File: config.mk
export PLATFORM = sky130hd
export DESIGN_NAME = aes_ctr_ctrl_flat
export DESIGN_NICKNAME = d
export VERILOG_FILES = /design/src/rtl/aes_ctr_ctrl_if.sv /design/src/rtl/aes_ctr_ctrl.sv /design/src/flat_wrapper.sv
export SDC_FILE = /design/constraint.sdc
export NUM_CORES = 2
export LEC_CHECK = 0
export BUFFER_PORTS_ARGS = -buffer_cell sky130_fd_sc_hd__buf_2
export CORE_AREA = 2 2 451 453
export DETAILED_ROUTE_END_ITERATION = 6
export DIE_AREA = 0 0 453 455
export GPL_TIMING_DRIVEN = 0
export PLACE_DENSITY = 0.47
export SYNTH_ARGS = -nofsm -noshare
export SYNTH_HDL_FRONTEND = slang
export SYNTH_SLANG_ARGS = --single-unit
export TNS_END_PERCENT = 20
File: constraint.sdc
create_clock -name clk -period 5.6 [get_ports clk]
set_input_delay 1.4 -clock clk [delete_from_list [all_inputs] [get_ports clk]]
set_output_delay 1.4 -clock clk [all_outputs]
set_load 0.005 [all_outputs]
File: src/rtl/aes_ctr_ctrl_if.sv
// aes_ctr_ctrl_if: config, data-stream and cipher-port bundle for aes_ctr_ctrl.
interface aes_ctr_ctrl_if #(
    parameter int BLK_W = 128,
    parameter int KEY_W = 256
);
    logic             cfg_load;
    logic [KEY_W-1:0] cfg_key;
    logic [BLK_W-1:0] cfg_iv;
    logic             in_valid;
    logic             in_ready;
    logic [BLK_W-1:0] in_data;
    logic             out_valid;
    logic             out_ready;
    logic [BLK_W-1:0] out_data;
    logic             ctr_wrap;
    logic             aes_start;
    logic [BLK_W-1:0] aes_plaintext;
    logic [KEY_W-1:0] aes_key;
    logic             aes_done;
    logic [BLK_W-1:0] aes_ciphertext;
    modport master (
        output cfg_load, cfg_key, cfg_iv, in_valid, in_data, out_ready, aes_done, aes_ciphertext,
        input  in_ready, out_valid, out_data, ctr_wrap, aes_start, aes_plaintext, aes_key
    );
    modport slave (
        input  cfg_load, cfg_key, cfg_iv, in_valid, in_data, out_ready, aes_done, aes_ciphertext,
        output in_ready, out_valid, out_data, ctr_wrap, aes_start, aes_plaintext, aes_key
    );
endinterface

File: src/rtl/aes_ctr_ctrl.sv
// aes_ctr_ctrl: AES-CTR stream engine; prefetches one keystream block per counter
// from an external start/done cipher and XORs it onto a valid/ready data stream.
module aes_ctr_ctrl #(
    parameter int BLK_W = 128,
    parameter int KEY_W = 256,
    parameter int CTR_W = 32
) (
    input logic          clk,
    input logic          reset,
    aes_ctr_ctrl_if.slave bus
);
    typedef enum logic [2:0] {UNCFG, GEN, WAIT, HAVE, EXH, DRAIN} state_e;
    localparam logic [BLK_W-1:0] CTR_MASK = {BLK_W{1'b1}} >> (BLK_W - CTR_W);

    state_e           state_q;
    logic [KEY_W-1:0] key_q, aes_key_q;
    logic [BLK_W-1:0] ctr_blk_q, ks_q, out_data_q, aes_pt_q, ctr_d;
    logic             ks_valid_q, out_valid_q, ctr_wrap_q, aes_start_q;
    logic             in_hs, at_max;

    assign bus.in_ready      = (state_q == HAVE) && ks_valid_q && (!out_valid_q || bus.out_ready);
    assign bus.out_valid     = out_valid_q;
    assign bus.out_data      = out_data_q;
    assign bus.ctr_wrap      = ctr_wrap_q;
    assign bus.aes_start     = aes_start_q;
    assign bus.aes_plaintext = aes_pt_q;
    assign bus.aes_key       = aes_key_q;

    assign in_hs  = bus.in_valid && bus.in_ready;
    assign ctr_d  = (ctr_blk_q & ~CTR_MASK) | ((ctr_blk_q + BLK_W'(1)) & CTR_MASK);
    assign at_max = &(ctr_blk_q | ~CTR_MASK);

    always_ff @(posedge clk) begin
        if (reset) begin
            state_q     <= UNCFG;
            key_q       <= '0;
            aes_key_q   <= '0;
            ctr_blk_q   <= '0;
            ks_q        <= '0;
            out_data_q  <= '0;
            aes_pt_q    <= '0;
            ks_valid_q  <= 1'b0;
            out_valid_q <= 1'b0;
            ctr_wrap_q  <= 1'b0;
            aes_start_q <= 1'b0;
        end else begin
            aes_start_q <= 1'b0;
            if (in_hs) begin
                out_data_q  <= bus.in_data ^ ks_q;
                out_valid_q <= 1'b1;
            end else if (bus.out_ready) begin
                out_valid_q <= 1'b0;
            end
            // A cipher op in flight must finish before the new key reaches the cipher.
            if (bus.cfg_load) begin
                key_q      <= bus.cfg_key;
                ctr_blk_q  <= bus.cfg_iv;
                ctr_wrap_q <= 1'b0;
                ks_valid_q <= 1'b0;
                if (state_q == GEN || ((state_q == WAIT || state_q == DRAIN) && !bus.aes_done)) begin
                    state_q <= DRAIN;
                end else begin
                    state_q     <= GEN;
                    aes_start_q <= 1'b1;
                    aes_pt_q    <= bus.cfg_iv;
                    aes_key_q   <= bus.cfg_key;
                end
            end else begin
                case (state_q)
                    GEN: state_q <= WAIT;
                    WAIT: if (bus.aes_done) begin
                        ks_q       <= bus.aes_ciphertext;
                        ks_valid_q <= 1'b1;
                        state_q    <= HAVE;
                    end
                    DRAIN: if (bus.aes_done) begin
                        state_q     <= GEN;
                        aes_start_q <= 1'b1;
                        aes_pt_q    <= ctr_blk_q;
                        aes_key_q   <= key_q;
                    end
                    HAVE: if (in_hs) begin
                        ks_valid_q <= 1'b0;
                        ctr_blk_q  <= ctr_d;
                        if (at_max) begin
                            ctr_wrap_q <= 1'b1;
                            state_q    <= EXH;
                        end else begin
                            state_q     <= GEN;
                            aes_start_q <= 1'b1;
                            aes_pt_q    <= ctr_d;
                        end
                    end
                    default: ;
                endcase
            end
        end
    end
endmodule

File: src/flat_wrapper.sv
// flat-port wrapper written by rule: the top's interface ports become plain ports
module aes_ctr_ctrl_flat 
#(
    parameter int BLK_W = 128,
    parameter int KEY_W = 256,
    parameter int CTR_W = 32
)
  (clk, reset, bus_cfg_load, bus_cfg_key, bus_cfg_iv, bus_in_valid, bus_in_data, bus_out_ready, bus_aes_done, bus_aes_ciphertext, bus_in_ready, bus_out_valid, bus_out_data, bus_ctr_wrap, bus_aes_start, bus_aes_plaintext, bus_aes_key);
  aes_ctr_ctrl_if #(.BLK_W(BLK_W), .KEY_W(KEY_W)) bus_i ();
  input logic clk;
  input logic reset;
  input wire logic [$bits(bus_i.cfg_load)-1:0] bus_cfg_load;
  input wire logic [$bits(bus_i.cfg_key)-1:0] bus_cfg_key;
  input wire logic [$bits(bus_i.cfg_iv)-1:0] bus_cfg_iv;
  input wire logic [$bits(bus_i.in_valid)-1:0] bus_in_valid;
  input wire logic [$bits(bus_i.in_data)-1:0] bus_in_data;
  input wire logic [$bits(bus_i.out_ready)-1:0] bus_out_ready;
  input wire logic [$bits(bus_i.aes_done)-1:0] bus_aes_done;
  input wire logic [$bits(bus_i.aes_ciphertext)-1:0] bus_aes_ciphertext;
  output wire logic [$bits(bus_i.in_ready)-1:0] bus_in_ready;
  output wire logic [$bits(bus_i.out_valid)-1:0] bus_out_valid;
  output wire logic [$bits(bus_i.out_data)-1:0] bus_out_data;
  output wire logic [$bits(bus_i.ctr_wrap)-1:0] bus_ctr_wrap;
  output wire logic [$bits(bus_i.aes_start)-1:0] bus_aes_start;
  output wire logic [$bits(bus_i.aes_plaintext)-1:0] bus_aes_plaintext;
  output wire logic [$bits(bus_i.aes_key)-1:0] bus_aes_key;
  assign bus_i.cfg_load = bus_cfg_load;
  assign bus_i.cfg_key = bus_cfg_key;
  assign bus_i.cfg_iv = bus_cfg_iv;
  assign bus_i.in_valid = bus_in_valid;
  assign bus_i.in_data = bus_in_data;
  assign bus_i.out_ready = bus_out_ready;
  assign bus_i.aes_done = bus_aes_done;
  assign bus_i.aes_ciphertext = bus_aes_ciphertext;
  assign bus_in_ready = bus_i.in_ready;
  assign bus_out_valid = bus_i.out_valid;
  assign bus_out_data = bus_i.out_data;
  assign bus_ctr_wrap = bus_i.ctr_wrap;
  assign bus_aes_start = bus_i.aes_start;
  assign bus_aes_plaintext = bus_i.aes_plaintext;
  assign bus_aes_key = bus_i.aes_key;
  aes_ctr_ctrl #(.BLK_W(BLK_W), .KEY_W(KEY_W), .CTR_W(CTR_W)) u_core (.clk(clk), .reset(reset), .bus(bus_i));
endmodule
# Word-level counts from Yosys, hierarchy flattened
# Cells that the tools add are included.
[word_totals]
elab_cells = 83
out_inout_bits = 516
inputBits = 646
register_bits = 1031
[classes]
n_addsub = 1
eq_ne = 11
reduce_logical = 26
mux = 31
bitwise_logic = 3
[ops]
columns = ["operator", "count"]
rows = [
  ["128-bit 2-to-1 mux", 8],
  ["256-bit 2-to-1 mux", 4],
  ["128-bit case mux with 2 select lines", 1],
  ["128-bit by 32-bit bitwise OR with 128-bit output", 1],
  ["128-bit bitwise XOR", 1],
  ["34-bit AND reduction", 1],
  ["32-bit by 1-bit adder with 32-bit output, second input constant", 1],
  ["32-bit AND reduction", 1],
  ["3-bit 2-to-1 mux", 6],
  ["3-bit case mux with 4 select lines", 1],
  ["2-bit nonzero test", 6],
  ["1-bit 2-to-1 mux", 9],
  ["3-bit != test, second input constant", 3],
  ["3-bit AND reduction", 3],
  ["3-bit by 2-bit equality test with 1-bit output, second input constant", 2],
  ["5-bit AND reduction", 1],
  ["5-bit nonzero test", 1],
  ["1-bit logical AND", 4],
  ["2-bit != test, second input constant", 2],
  ["1-bit case mux with 2 select lines", 2],
  ["4-bit AND reduction", 1],
  ["3-bit by 1-bit equality test with 1-bit output, second input constant", 1],
  ["3-bit equality test, second input constant", 1],
  ["1-bit logical OR", 3],
  ["7 further kinds", 8],
]

# Depth between registers and ports, before layout
[depth]
depth_word = 7
depth_mapped = 10

# Worst setup path before layout
# OpenSTA, ideal clock, no wires.
[synth_path]
path_kind = "input to output"
startpoint = "input port bus_out_ready"
endpoint = "output port bus_in_ready"
arrival_time_ns = 1.710
required_ns = 4.200
path_buffers = 0
cell_stages = 2
path_slack_ns = 2.490
cell_sequence = "nand2b_1 -> and3_1"
[synth_between]
elab_chain_cells = 2
[synth_rtl]
columns = ["item", "line_no", "rtl"]
rows = [
  ["start: declaration", "flat_wrapper.sv:17", "input wire logic [$bits(bus_i.out_ready)-1:0] bus_out_ready;"],
  ["1-bit logical OR", "aes_ctr_ctrl.sv:21", "assign bus.in_ready = (state_q == HAVE) && ks_valid_q && (!out_valid_q || bus.out_ready);"],
  ["1-bit logical AND", "aes_ctr_ctrl.sv:21", ""],
  ["end: declaration", "flat_wrapper.sv:20", "output wire logic [$bits(bus_i.in_ready)-1:0] bus_in_ready;"],
]
# No other way between the ends.

# Worst setup path after layout
[layout_path]
startpoint = "input port bus_cfg_load"
endpoint = "register u_core.aes_key_q[111] (netlist: u_core.bus.aes_key[111])"
[layout_between]
elab_chain_cells = 2
word_cells_on_any_way = 5
classes_between = "eq/ne: 1; mux: 1; reduce/logical: 3"
[layout_rtl]
columns = ["item", "line_no", "rtl"]
rows = [
  ["start: declaration", "flat_wrapper.sv:12", "input wire logic [$bits(bus_i.cfg_load)-1:0] bus_cfg_load;"],
  ["2-bit != test (no source line) or 2-bit nonzero test (tied branches)", "n/a", ""],
  ["3-bit AND reduction (no source line)", "n/a", ""],
  ["end signal: assignment", "aes_ctr_ctrl.sv:66", "aes_key_q <= bus.cfg_key;"],
  ["end signal: assignment", "aes_ctr_ctrl.sv:80", "aes_key_q <= key_q;"],
  ["end: declaration", "aes_ctr_ctrl.sv:16", "logic [KEY_W-1:0] key_q, aes_key_q;"],
]
# Several ways; a longest one is shown, not always the timed one.
# A chain may end at the register's enable or synchronous reset.

==> run summary <==
STA classifies the critical path startpoint as a primary input. The growth of design area from synthesis to finish came out at 35.3%. The total setup buffers inserted after CTS came out at 0. The total power divided by cell area is 367 nW/um2. Entering global routing, the biggest net connects 18 pins.

The worst register-to-register path begins at u_core.state_q[1]. The layer flagged by global routing as most heavily used is met2. The number of failing hold endpoints at the final stage came out at 0. The mean post-synth cell area is 9.66 um2. The net count reported at finish came out at 5,860. The quantity of hold-fixing buffers added after cts came out at 0. The number of setup violations in the final report is 0.

The number of warnings issued by yosys came out at 0. The synthesized netlist contains 50 unique library cells. The cell area after synthesis came out at 38,000 um2. The total congestion overflow came out at 0. The final cycle utilization of the critical path is 0.716. The maximum count of clock buffers along a single path is 3.

The worst slew slack as a fraction of its limit is 0.167. The met2 demand-to-capacity share in global routing came out at 0.281. Measured along the x axis, the die boundary spans 453 um. In the post-synthesis netlist, the biggest area contributors are sky130_fd_sc_hd__dfxtp_1 54%, sky130_fd_sc_hd__mux2i_1 9.3%, sky130_fd_sc_hd__nor2_1 8.5%. The proportion of register bits with asynchronous set or reset after synthesis came out at 0. The minimum clock period after layout is 4010 ps. In this run the static leakage power is 0.0216 uW. The critical path is of the in2reg type. In the global route stage, overall resource usage came out at 0.161. The required arrival time at the worst endpoint came out at 6210 ps. The core area is 201,000 um2. For this block, the routed nets add up to 175,000 um of wire. The predominant post-synthesis flop cell is sky130_fd_sc_hd__dfxtp_1. The count of boundary I/O pins is 1,162. The critical path data arrival time is 4620 ps.

The starting density of the core is 0.189. The worst hold slack is 452 ps. The routed wirelength normalized by instance count is 21.9 um. The final weighted congestion of routability-driven global placement came out at 0.896.

The first-iteration detailed-routing DRC count is 1,973. The tightest min-delay check is of the reg2reg type. After detailed routing, the number of remaining DRC violations is 0.

The placed instance count came out at 7,763. The cell count after synthesis came out at 3,929. The number of maximum-capacitance violations is 0. The actual slew at the worst max-slew pin is 1250 ps. In the final layout, the multi-input gates occupy 15,900 um2. The synthesized design contains 1,031 register bits.

The deepest level of the CTS H-tree came out at 3. Once placement finished, the instance area stood at 47,200 um2. The post-synth net total came out at 4,576.

For this block, the via count after detailed routing is 33.5k. TritonCTS built the clock tree. The total number of clock tree sinks is 1,031. The share of the synthesized area in the top cell type is 0.544.

Detailed placement finished with a half-perimeter wire length of 141,000 um. Across the whole layout, storage elements account for 20,600 um2. Counting the fill cells in the layout gives 22.0k.

The routing usage on met1 came out at 0.191. The fraction of layout instances using a drive strength above 1 came out at 0.287. Tracing the worst setup path back leads to its startpoint at bus_cfg_load.

The number of global-route vias before repair was 32.7k. STA classifies the critical path endpoint as a flop. The final core utilization is 0.255. sky130_fd_sc_hd__dfxtp_1 takes more of the synthesized area than any other cell. Timing would allow up to 249 MHz.

The die covers 206,000 um2. The finished cells cover 51,300 um2. The port buffer count came out at 1,160. The peak supply drop is 0.262 mV. The clock latency at the later pin of the worst-skew pair is 770 ps. The number of clock buffers added by TritonCTS is 120. The number of routed nets with antenna violations is 0. The worst hold path begins at u_core.bus.aes_plaintext[8].

The met3 usage in global routing came out at 0.0410. The via count normalized by instance count is 4.18. The iteration count of the initial detailed-routing pass is 5. The final max-slew violation count came to 0. Setup repair after global routing left no endpoint under its margin. The flow ran to the end, and the final reports show no timing, DRC or antenna violations. Post-CTS repair changed the size of 0 cells. The accumulated negative setup slack is 0 ps. The share of the Yosys chip area taken by registers is 0.544. The die is 455 um tall.

The clock transition at the register clock pins on the worst setup and hold paths after CTS came out at 60 ps. The wire length of the first global-routing pass came out at 241,000 um. In this run the clock root is driven by a sky130_fd_sc_hd__clkbuf_16. The worst-path maximum fanout is 10. The clock skew after layout is 34.9 ps. After floorplanning, the core was divided into 165 placement rows.

The count of placed standard cells in the final layout, fillers left out came out at 8,011. The number of synthesized flops with an enable pin came out at 0. The number of antenna violations at the first check in global routing came out at 62.
-- registers in the layout, indices dropped and copies added, names as in the netlist --
signal                    flops
u_core.bus.aes_plaintext    128
u_core.ctr_blk_q            128
u_core.bus.out_valid          1
u_core.state_q                3
u_core.ks_valid_q             1
u_core.key_q                256
u_core.bus.out_data         128
u_core.bus.ctr_wrap           1
u_core.bus.aes_key          256
u_core.ks_q                 128
u_core.bus.aes_start          1
-- Yosys cell counts, types with 2 or more instances --
| cell type | instances |
|---|---|
| sky130_fd_sc_hd__nor4_1 | 7 |
| sky130_fd_sc_hd__mux2i_1 | 353 |
| sky130_fd_sc_hd__buf_1 | 41 |
| sky130_fd_sc_hd__xnor2_1 | 166 |
| sky130_fd_sc_hd__buf_2 | 51 |
| sky130_fd_sc_hd__o211ai_1 | 30 |
| sky130_fd_sc_hd__nor3_1 | 12 |
| sky130_fd_sc_hd__clkbuf_1 | 206 |
| sky130_fd_sc_hd__inv_1 | 5 |
| sky130_fd_sc_hd__xor2_1 | 22 |
| sky130_fd_sc_hd__and4_1 | 7 |
| sky130_fd_sc_hd__and2_1 | 6 |
| sky130_fd_sc_hd__nand4_1 | 14 |
| sky130_fd_sc_hd__nand2_1 | 337 |
| sky130_fd_sc_hd__nor2b_1 | 3 |
| sky130_fd_sc_hd__nand2b_1 | 29 |
| sky130_fd_sc_hd__dfxtp_1 | 1031 |
| sky130_fd_sc_hd__nor3_4 | 2 |
| sky130_fd_sc_hd__a21oi_1 | 174 |
| sky130_fd_sc_hd__buf_6 | 15 |
| sky130_fd_sc_hd__a21boi_0 | 5 |
| sky130_fd_sc_hd__a211oi_2 | 96 |
| sky130_fd_sc_hd__nor3b_1 | 2 |
| sky130_fd_sc_hd__nor2_1 | 856 |
| sky130_fd_sc_hd__buf_4 | 2 |
| sky130_fd_sc_hd__o21ai_0 | 11 |
| sky130_fd_sc_hd__and3_1 | 4 |
| sky130_fd_sc_hd__nor3_2 | 2 |
| sky130_fd_sc_hd__nand3_1 | 22 |
| sky130_fd_sc_hd__or3_1 | 2 |
| sky130_fd_sc_hd__o21a_1 | 7 |
| sky130_fd_sc_hd__o211a_1 | 6 |
| sky130_fd_sc_hd__a211oi_1 | 386 |
-- path summary, 6_finish.rpt --
kind | cells past startpoint | slack (ps) | end
hold / removal | 2 | 450 | u_core.bus.aes_plaintext[8]
hold reg to reg | 2 | 450 | u_core.bus.aes_plaintext[8]
setup / recovery | 8 | 1590 | u_core.bus.aes_key[111]
setup reg to reg | 6 | 2080 | u_core.bus.out_data[44]
-- cell usage in the layout (no fill, tap or decap), types with 5 or more instances in the layout --
cell type                   count
sky130_fd_sc_hd__a211oi_1     386
sky130_fd_sc_hd__a211oi_2      96
sky130_fd_sc_hd__a21boi_0       5
sky130_fd_sc_hd__a21oi_1      174
sky130_fd_sc_hd__and2_1         6
sky130_fd_sc_hd__and4_1         7
sky130_fd_sc_hd__buf_1         41
sky130_fd_sc_hd__buf_2       1211
sky130_fd_sc_hd__buf_6         15
sky130_fd_sc_hd__bufinv_16     12
sky130_fd_sc_hd__clkbuf_1     239
sky130_fd_sc_hd__clkbuf_16    121
sky130_fd_sc_hd__clkbuf_8      21
sky130_fd_sc_hd__clkinv_2      13
sky130_fd_sc_hd__dfxtp_1     1031
sky130_fd_sc_hd__diode_2       28
sky130_fd_sc_hd__inv_1          5
sky130_fd_sc_hd__mux2i_1      353
sky130_fd_sc_hd__nand2_1      337
sky130_fd_sc_hd__nand2b_1      29
sky130_fd_sc_hd__nand3_1       22
sky130_fd_sc_hd__nand4_1       14
sky130_fd_sc_hd__nor2_1       855
sky130_fd_sc_hd__nor3_1        12
sky130_fd_sc_hd__nor4_1         7
sky130_fd_sc_hd__o211a_1        6
sky130_fd_sc_hd__o211ai_1      30
sky130_fd_sc_hd__o21a_1         7
sky130_fd_sc_hd__o21ai_0       11
sky130_fd_sc_hd__xnor2_1      166
sky130_fd_sc_hd__xor2_1        22
-- layer usage --
metal,part of all wire,vias up
met5,0.00069,-
met4,0.031,18
met3,0.065,288
met2,0.50,1078
met1,0.40,16000
li1,-,16100
-- through the flow --
step	setup slack (ps)	power, uW
finish	1590	18800
global route	1170	19600
CTS	1060	19100
detailed placement	208	10800
global placement	-748	10800
floorplan	2490	9450
-- cells by family after synthesis --
group / synth area share
compound gates: 0.144
buf+inv: 0.0367
flops: 0.544
xor+xnor: 0.0434
mux: 0.0931
fa+ha+maj: 0.000330
simple gates: 0.139
-- critical path: stages --
cell	delay (ps)
sky130_fd_sc_hd__buf_2	90
sky130_fd_sc_hd__clkbuf_1	720
sky130_fd_sc_hd__nor2_1	170
sky130_fd_sc_hd__nor2_2	390
sky130_fd_sc_hd__buf_16	190
sky130_fd_sc_hd__clkbuf_1	850
sky130_fd_sc_hd__clkbuf_1	590
sky130_fd_sc_hd__a211oi_1	160
-- power breakdown --
part | switching [uW] | total (uW) | internal (uW)
Clock | 3380 | 8200 | 4830
Sequential | 248 | 8090 | 7840
Combinational | 1570 | 2530 | 959
Total | 5190 | 18800 | 13600
-- cell type report --
type	instances	share of cell area
clock buffers	178	0.0672
repair buffers	1162	0.114
diodes	28	0.00136
clock inverters	42	0.0127
inverters	7	0.000512
multi-input cells	2576	0.310
well taps	2672	0.0651
plain buffers	315	0.0267
flip-flops and latches	1031	0.402
Note: power is estimated with default switching activity, not from simulation.
